## config.mk

```make
export PLATFORM = sky130hd
export DESIGN_NAME = can_cmd_responder
export DESIGN_NICKNAME = d
export VERILOG_FILES = /design/src/rtl/can_cmd_pkg.sv /design/src/rtl/can_cmd_responder.sv
export SDC_FILE = /design/constraint.sdc
export NUM_CORES = 1
export LEC_CHECK = 0
export ABC_AREA = 1
export CORE_MARGIN = 1
export CORE_UTILIZATION = 44
export DETAILED_ROUTE_END_ITERATION = 6
export PLACE_DENSITY = 0.76
export SLEW_MARGIN = 20
export SYNTH_ARGS = -nofsm -noshare
export SYNTH_HDL_FRONTEND = slang
export SYNTH_SLANG_ARGS = --single-unit
export TNS_END_PERCENT = 20
```

## constraint.sdc

```tcl
create_clock -name sys_clk -period 2.35 [get_ports sys_clk]
set_input_delay 0.47 -clock sys_clk [delete_from_list [all_inputs] [get_ports sys_clk]]
set_output_delay 0.47 -clock sys_clk [all_outputs]
set_load 0.005 [all_outputs]
```

## src/rtl/can_cmd_pkg.sv

```systemverilog
// Shared definitions for the CAN command responder.
// Holds the frame opcodes, reply status codes, the reply flag OR-ed into
// the echoed opcode, the responder FSM state type and a small helper that
// classifies a received frame.
package can_cmd_pkg;

  // Opcodes carried in byte0 of a received frame.
  localparam logic [7:0] OpWrite = 8'h01;
  localparam logic [7:0] OpRead  = 8'h02;
  localparam logic [7:0] OpPing  = 8'h03;

  // Status codes carried in byte7 of a reply frame.
  localparam logic [7:0] StatusOk      = 8'h00;
  localparam logic [7:0] StatusBadCmd  = 8'h01;
  localparam logic [7:0] StatusBadAddr = 8'h02;

  // OR-ed into the opcode to mark a frame as a reply.
  localparam logic [7:0] ReplyFlag = 8'h80;

  typedef enum logic [1:0] {
    StIdle,
    StDecode,
    StExec,
    StSend
  } state_e;

  // Unknown opcodes win over a bad address; PING ignores the address.
  function automatic logic [7:0] frame_status(logic [7:0] opcode, logic addr_ok);
    if (opcode != OpWrite && opcode != OpRead && opcode != OpPing) begin
      return StatusBadCmd;
    end
    if (opcode != OpPing && !addr_ok) begin
      return StatusBadAddr;
    end
    return StatusOk;
  endfunction

endpackage

```

## src/rtl/can_cmd_responder.sv

```systemverilog
// CAN command responder.
// Accepts one 8-byte command frame at a time from the CAN data link, decodes
// it (WRITE / READ / PING), performs the parameter register access and sends
// back one 8-byte reply frame. The next frame is only accepted once the reply
// has been handshaken.
//
// Ports:
//   sys_clk, reset_n                 clock, asynchronous active-low reset
//   system_initilization_done_in     high when frames may be accepted
//   rx_dw1r_in/rx_dw2r_in            received frame, byte0 = rx_dw1r_in[31:24]
//   rx_valid_in / rx_ready_out       receive handshake
//   tx_dw1r_out/tx_dw2r_out          reply frame, same byte order
//   tx_valid_out / tx_ready_in       transmit handshake
//   param_wr_en_out                  one-cycle register write strobe
//   param_addr_out                   register address (write and read)
//   param_wr_data_out                register write data
//   param_rd_data_in                 register contents, one cycle after address
//   err_cnt_out                      saturating count of rejected frames
module can_cmd_responder
  import can_cmd_pkg::*;
#(
  parameter int unsigned NUM_REGS = 8,
  parameter int unsigned ADDR_W   = $clog2(NUM_REGS)
) (
  input  logic              sys_clk,
  input  logic              reset_n,
  input  logic              system_initilization_done_in,

  input  logic [31:0]       rx_dw1r_in,
  input  logic [31:0]       rx_dw2r_in,
  input  logic              rx_valid_in,
  output logic              rx_ready_out,

  output logic [31:0]       tx_dw1r_out,
  output logic [31:0]       tx_dw2r_out,
  output logic              tx_valid_out,
  input  logic              tx_ready_in,

  output logic              param_wr_en_out,
  output logic [ADDR_W-1:0] param_addr_out,
  output logic [31:0]       param_wr_data_out,
  input  logic [31:0]       param_rd_data_in,

  output logic [7:0]        err_cnt_out
);

  state_e      state_q, state_d;
  logic        armed_q, armed_d;
  logic [7:0]  op_q, op_d;
  logic [7:0]  addr_byte_q, addr_byte_d;
  logic [31:0] data_q, data_d;
  logic [7:0]  status_q, status_d;
  logic [31:0] tx_dw1_q, tx_dw1_d;
  logic [31:0] tx_dw2_q, tx_dw2_d;
  logic [7:0]  seq_q, seq_d;
  logic [7:0]  err_q, err_d;

  logic        addr_ok;
  logic [31:0] payload;

  // Bytes 6-7 of a received frame carry no meaning.
  logic unused_rx_tail;
  assign unused_rx_tail = ^rx_dw2r_in[15:0];

  // Full byte1 is compared so that out-of-range addresses are not aliased
  // onto a valid register by the truncated param_addr_out.
  assign addr_ok = ({1'b0, addr_byte_q} < 9'(NUM_REGS));

  // armed_q keeps rx_ready_out low after reset until the first clock edge
  // that sees initialisation done.
  assign rx_ready_out      = armed_q && (state_q == StIdle) && system_initilization_done_in;
  assign tx_valid_out      = (state_q == StSend);
  assign tx_dw1r_out       = tx_dw1_q;
  assign tx_dw2r_out       = tx_dw2_q;
  assign param_wr_en_out   = (state_q == StExec) && (status_q == StatusOk) && (op_q == OpWrite);
  assign param_addr_out    = addr_byte_q[ADDR_W-1:0];
  assign param_wr_data_out = data_q;
  assign err_cnt_out       = err_q;

  always_comb begin
    state_d     = state_q;
    armed_d     = armed_q | system_initilization_done_in;
    op_d        = op_q;
    addr_byte_d = addr_byte_q;
    data_d      = data_q;
    status_d    = status_q;
    tx_dw1_d    = tx_dw1_q;
    tx_dw2_d    = tx_dw2_q;
    seq_d       = seq_q;
    err_d       = err_q;
    payload     = '0;

    unique case (state_q)
      StIdle: begin
        if (rx_valid_in && rx_ready_out) begin
          op_d        = rx_dw1r_in[31:24];
          addr_byte_d = rx_dw1r_in[23:16];
          data_d      = {rx_dw1r_in[15:0], rx_dw2r_in[31:16]};
          state_d     = StDecode;
        end
      end

      StDecode: begin
        // param_addr_out already presents byte1 here, so read data is
        // valid by the EXEC cycle.
        status_d = frame_status(op_q, addr_ok);
        state_d  = StExec;
      end

      StExec: begin
        if (status_q == StatusOk) begin
          if (op_q == OpRead) begin
            payload = param_rd_data_in;
          end else begin
            payload = data_q;
          end
        end else if (err_q != 8'hFF) begin
          err_d = err_q + 8'd1;
        end
        tx_dw1_d = {op_q | ReplyFlag, addr_byte_q, payload[31:16]};
        tx_dw2_d = {payload[15:0], seq_q, status_q};
        state_d  = StSend;
      end

      StSend: begin
        if (tx_ready_in) begin
          seq_d   = seq_q + 8'd1;
          state_d = StIdle;
        end
      end

      default: state_d = StIdle;
    endcase
  end

  always_ff @(posedge sys_clk or negedge reset_n) begin
    if (!reset_n) begin
      state_q     <= StIdle;
      armed_q     <= 1'b0;
      op_q        <= '0;
      addr_byte_q <= '0;
      data_q      <= '0;
      status_q    <= StatusOk;
      tx_dw1_q    <= '0;
      tx_dw2_q    <= '0;
      seq_q       <= '0;
      err_q       <= '0;
    end else begin
      state_q     <= state_d;
      armed_q     <= armed_d;
      op_q        <= op_d;
      addr_byte_q <= addr_byte_d;
      data_q      <= data_d;
      status_q    <= status_d;
      tx_dw1_q    <= tx_dw1_d;
      tx_dw2_q    <= tx_dw2_d;
      seq_q       <= seq_d;
      err_q       <= err_d;
    end
  end

endmodule
```

After elaboration in Yosys (flattened, before gate mapping). Cells that the tools add are included.

Bits in registers: 139. Input port bits: 101. Logic and storage cells: 55. Output and inout bits: 110.

Bitwise operators: 2. $lt $le $gt $ge: 1. Equal/unequal tests: 11. Muxes and demuxes: 14. Add/sub/neg operators: 2. Reductions and logical operators: 15.

Operator list (count): 2-to-1 mux 32 bit (2); 2-to-1 mux 8 bit (4); adder 8 x 1 -> 8 bit (second input constant) (2); inequality test 8 x 2 -> 1 bit (second input constant) (2); equality test 8 x 1 -> 1 bit (second input constant) (1); equality test 8 x 2 -> 1 bit (second input constant) (1); logical AND 1 bit (8); zero test 8 bit (1); less-than comparator 8 x 4 -> 1 bit (second input constant) (1); inequality test 8 x 1 -> 1 bit (second input constant) (1); inequality test 8 bit (second input constant) (1); one-hot mux 2 bit (4 select lines) (1); AND reduction 2 bit (3); 2-to-1 mux 1 bit (5); equality test 2 bit (second input constant) (2); 2-to-1 mux 2 bit (2); inequality test 2 x 1 -> 1 bit (second input constant) (2); AND reduction 3 bit (1); equality test 2 x 1 -> 1 bit (second input constant) (1); zero test 2 bit (1); zero test 1 bit (1); NOT 1 bit (1); OR 1 bit (1).

Logic depth before layout (Yosys ltp).
Word-level depth: 9. Gate-level depth with buffers: 10. Gate-level depth less buffers: 9.

Worst setup path before layout. Ideal clock, no wire load.

Path type: reg2reg. Start point: register state_q[0]. End point: register state_q[0]. Library setup time: 117 ps. Clock period less this slack: 1668 ps. Path slack: 682 ps. Arrival time: 1552 ps. Data required time: 2233 ps. Cell stages (with the launch flop): 11. Cells stage by stage: dfrtp_1 > inv_1 > ha_1 > inv_1 > nor3_4 > nand2_2 > buf_6 > nand2_2 > nand2_1 > nand2_1 > nand2_1.

Cells in the longest elaborated chain, start to end: 6. Elaborated cells between the ends (all ways): 11.

RTL lines: start: declaration (line can_cmd_responder.sv:47) `state_e state_q, state_d;`; start signal: assignment (line can_cmd_responder.sv:138) `state_q <= StIdle;`; start signal: assignment (line can_cmd_responder.sv:149) `state_q <= state_d;`; zero test 2 bit (line can_cmd_responder.sv:71) `assign rx_ready_out = armed_q && (state_q == StIdle) && system_initilization_done_in;`; logical AND 1 bit (2 in a row) (line can_cmd_responder.sv:71); via rx_ready_out (line can_cmd_responder.sv:32) `output logic rx_ready_out,`; logical AND 1 bit (line can_cmd_responder.sv:95) `if (rx_valid_in && rx_ready_out) begin`; inequality test 2 x 1 -> 1 bit (no source line); AND reduction 2 bit (no source line).

The timed path passes the listed nets, and every way through them passes these cells. A chain may end at the register's enable or synchronous reset.

Worst setup path after layout.
Start point: register state_q[1]. End point: output port rx_ready_out.

Cells in the longest elaborated chain, start to end: 3.

RTL lines (line): zero test 2 bit (can_cmd_responder.sv:71); logical AND 1 bit (2 in a row) (can_cmd_responder.sv:71); end: declaration (can_cmd_responder.sv:32).

No other way between the ends.

==> impl_metrics.yaml <==
clock_network:
  cts_buffers: 17
  post_cts.repair.setup_buffers: 0
  root_buffer: "clkbuf_16"
  clock_sinks: 127
  insertion_delay_ns: 0.41
  cts_tree: "done"
  cts_max_level: 4
  path_clk_slew_ns: 0.05
  cts_buffer_depth: 2
cells_and_area:
  fillerInstances: 1006
  final_util_pct: 67.7
  final_net_count: 959
  count_of_antenna_diodes_in_the_layout: 0
  drive_gt1_share_pct: 5.45
  flow.area_growth_from_synthesis_pct: 48.5
  post-route-cell-area_sq_um: 8200
power:
  p_leak_nw: 4.00
  vdd.ir_drop.worst_v: 0.000574
  pwr_density_cell_nw_per_um2: 1230
  total_power_mw: 10.1
synthesis:
  synth_top_area_share_pct: 57.6
  yosysTopAreaCell: "dfrtp_1"
  synth-warning-count: 0
  syn_avg_cell_area_sq_um: 8.29
  netlist_area_sq_um: 5520
  synth.ff_latch_count: 127
  ys_seq_area_share_pct: 57.6
  gate_count_after_technology_mapping: 666
  post_synthesis_cell_type_count: 24
  post_synth_main_area_contributors: "dfrtp_1, nand2_1, nor2_1, inv_1, a21oi_1"
die:
  floorplan.rows: 40
  core_area_sq_um: 12100
  die-width_um: 114
  ioPinCount: 211
  die-height_um: 114
  effective_utilization_at_floorplan_pct: 45.6
  dieArea_sq_um: 13000
timing:
  period_utilization_pct: 90.8
  grt_setup_unrepaired: "false"
  final.hold.worst_slack_ns: 0.469
  clock-skew-final_ns: 0.00667
  max_slew_margin_pct: 56.0
  fin_crit_ns: 2.13
  max_clock_freq_mhz: 469
  worst_slew_pin_slew_ns: 0.660
  finalSetupViolCount: 0
  final-max-slew-violation-count: 0
  report.final.hold_viol_count: 0
  final.setup.tns_ns: 0
global_route:
  grt.overflow.total: 0
  first_pass_grt_wire_length_mm: 23.0
  grt_start_max_net_pins: 65
  groute.usage.overall_pct: 23.0
  grt_pass1_vias: 4807
  antenna_found_initial: 0
critical_path:
  crit_path_start_kind: "flip-flop"
  critical_path_class: "reg -> out"
  cp_data_arrival_time_ns: 1.66
  reg2regPathDepth: 11
  worstPathRequired_ns: 1.88
  worst_setup_path_end_kind: "output port"
  worst-path-max-fanout: 4
placed_design:
  port-buffer-count: 188
  routabilityCongestion: 0.811
  placedInstanceArea_sq_um: 7590
  dpl.hpwl_mm: 9.88
routing:
  wl_per_cell_um: 13.9
  antenna_left: 0
  drt_first_iter_violations: 279
  routed_wirelength_mm: 14.3
  drc_errors: 0
  detailedRoute.firstPassIterationCount: 5
  viasPerCell: 4.74
  vias: 4885
min_path:
  worst_hold_path.num_cells: 2
  timing.hold.worst.class: "reg -> reg"
run_status:
  run_status: "completed"
flow_run:
  drv_cap: 0
critical path, cell delays in order, from the launching register on:
cell	delay (ns)
dfrtp_1	0.41
inv_1	0.10
ha_1	0.19
inv_1	0.10
nor3_4	0.20
dlygate4sd2_1	0.26
layout make-up:
class | instances | area [sq um] | share of cell area, %
clock inverter | 6 | 80.1 | 0.977
timing repair buffer | 199 | 2040 | 24.9
clock buffer | 24 | 512 | 6.24
multi-input combinational | 441 | 1930 | 23.5
inverter | 66 | 248 | 3.02
tap | 168 | 210 | 2.56
sequential | 127 | 3180 | 38.8
final timing paths:
| path | to | from | slack [ns] |
|---|---|---|---|
| min in group asynchronous | param_wr_data_out[24]$_DFFE_PN0P_ | reset_n | 0.55 |
| worst min-delay path | tx_dw1r_out[18]$_DFFE_PN0N_ | tx_dw1r_out[18]$_DFFE_PN0N_ | 0.47 |
| worst min register to register | tx_dw1r_out[18]$_DFFE_PN0N_ | tx_dw1r_out[18]$_DFFE_PN0N_ | 0.47 |
| worst max-delay path | rx_ready_out | state_q[1]$_DFFE_PN0P_ | 0.22 |
| max in group asynchronous | tx_dw1r_out[7]$_DFFE_PN0N_ | reset_n | 1.12 |
| worst max register to register | state_q[1]$_DFFE_PN0P_ | state_q[1]$_DFFE_PN0P_ | 0.46 |
registers in the layout (all words and copies together) (netlist names):
name	flops
err_cnt_out	8
param_wr_data_out	32
addr_byte_q	8
armed_q	1
status_q	2
op_q	8
tx_dw2r_out	26
seq_q	8
state_q	2
tx_dw1r_out	32
cells in the final DEF (no fill, tap or decap):
cell type and n:
bufinv_16 2, clkbuf_1 1, nor3_4 1, a21boi_1 1
inv_2 1, nor2_4 1, dfrtp_1 127, nor3_1 4
nand3_1 18, or2_2 1, nand2_2 3, conb_1 6
clkbuf_8 6, dlymetal6s2s_1 1, clkdlybuf4s50_1 185, buf_12 6
xnor2_1 4, nand2_1 214, dlygate4sd2_1 1, inv_1 65
dlygate4sd3_1 1, a21oi_1 41, xor2_1 5, nand4_1 1
nor2_1 85, clkbuf_16 17, clkinv_2 4, buf_4 5
ha_1 6, o21ai_1 10, o21ai_0 40
kinds of logic after synthesis:
group                      count (synthesis)  synth area share (%)
xor gates and xnor gates                   9                  1.43
DFF                                      127                  57.6
buffers and inverters                    103                  7.98
adders and majority gates                  6                  1.36
other                                      1                0.0679
and+or+nand+nor                          328                  23.2
AOI/OAI and AO/OA                         92                  8.39
synthesized netlist by cell type, drive strengths merged:
master,n
buf,21
or2,1
xnor2,4
nand3,18
dfrtp,127
o21ai,50
a21oi,41
conb,1
clkbuf,16
ha,6
a21boi,1
nand2,217
inv,66
xor2,5
nand4,1
nor3,5
nor2,86
routing by layer:
metal	GRT usage [%]	up-vias	routed length (um)
met1	28.2	2269	6020
met4	13.9	0	608
li1	-	2396	-
met2	36.6	173	6780
met3	6.16	47	877
met5	0	-	0
power by group:
group          leakage, nW  internal (mW)  switching, mW
clock                0.298           1.71          0.896
sequential            1.53           3.08          0.528
combinational         2.17           2.04           1.80
total                 4.00           6.84           3.23
stage by stage:
stage / cells / setup WS, ns
4_1_cts: 1031 / 0.0287
3_5_place_dp: 1000 / 0.234
5_1_grt: 1031 / 0.0539
2_1_floorplan: 671 / 0.682
6_report: 1031 / 0.217
3_3_place_gp: 1000 / 0.250
what timing repair did:
item                                    in CTS  in global routing
resized for setup                            2                  2
hold buffers                                 1                  0
pin swaps                                    0                  0
endpoints found under the setup margin       2                  1
hold endpoints to repair                    13                  0
Note: power is estimated with default switching activity, not from simulation.
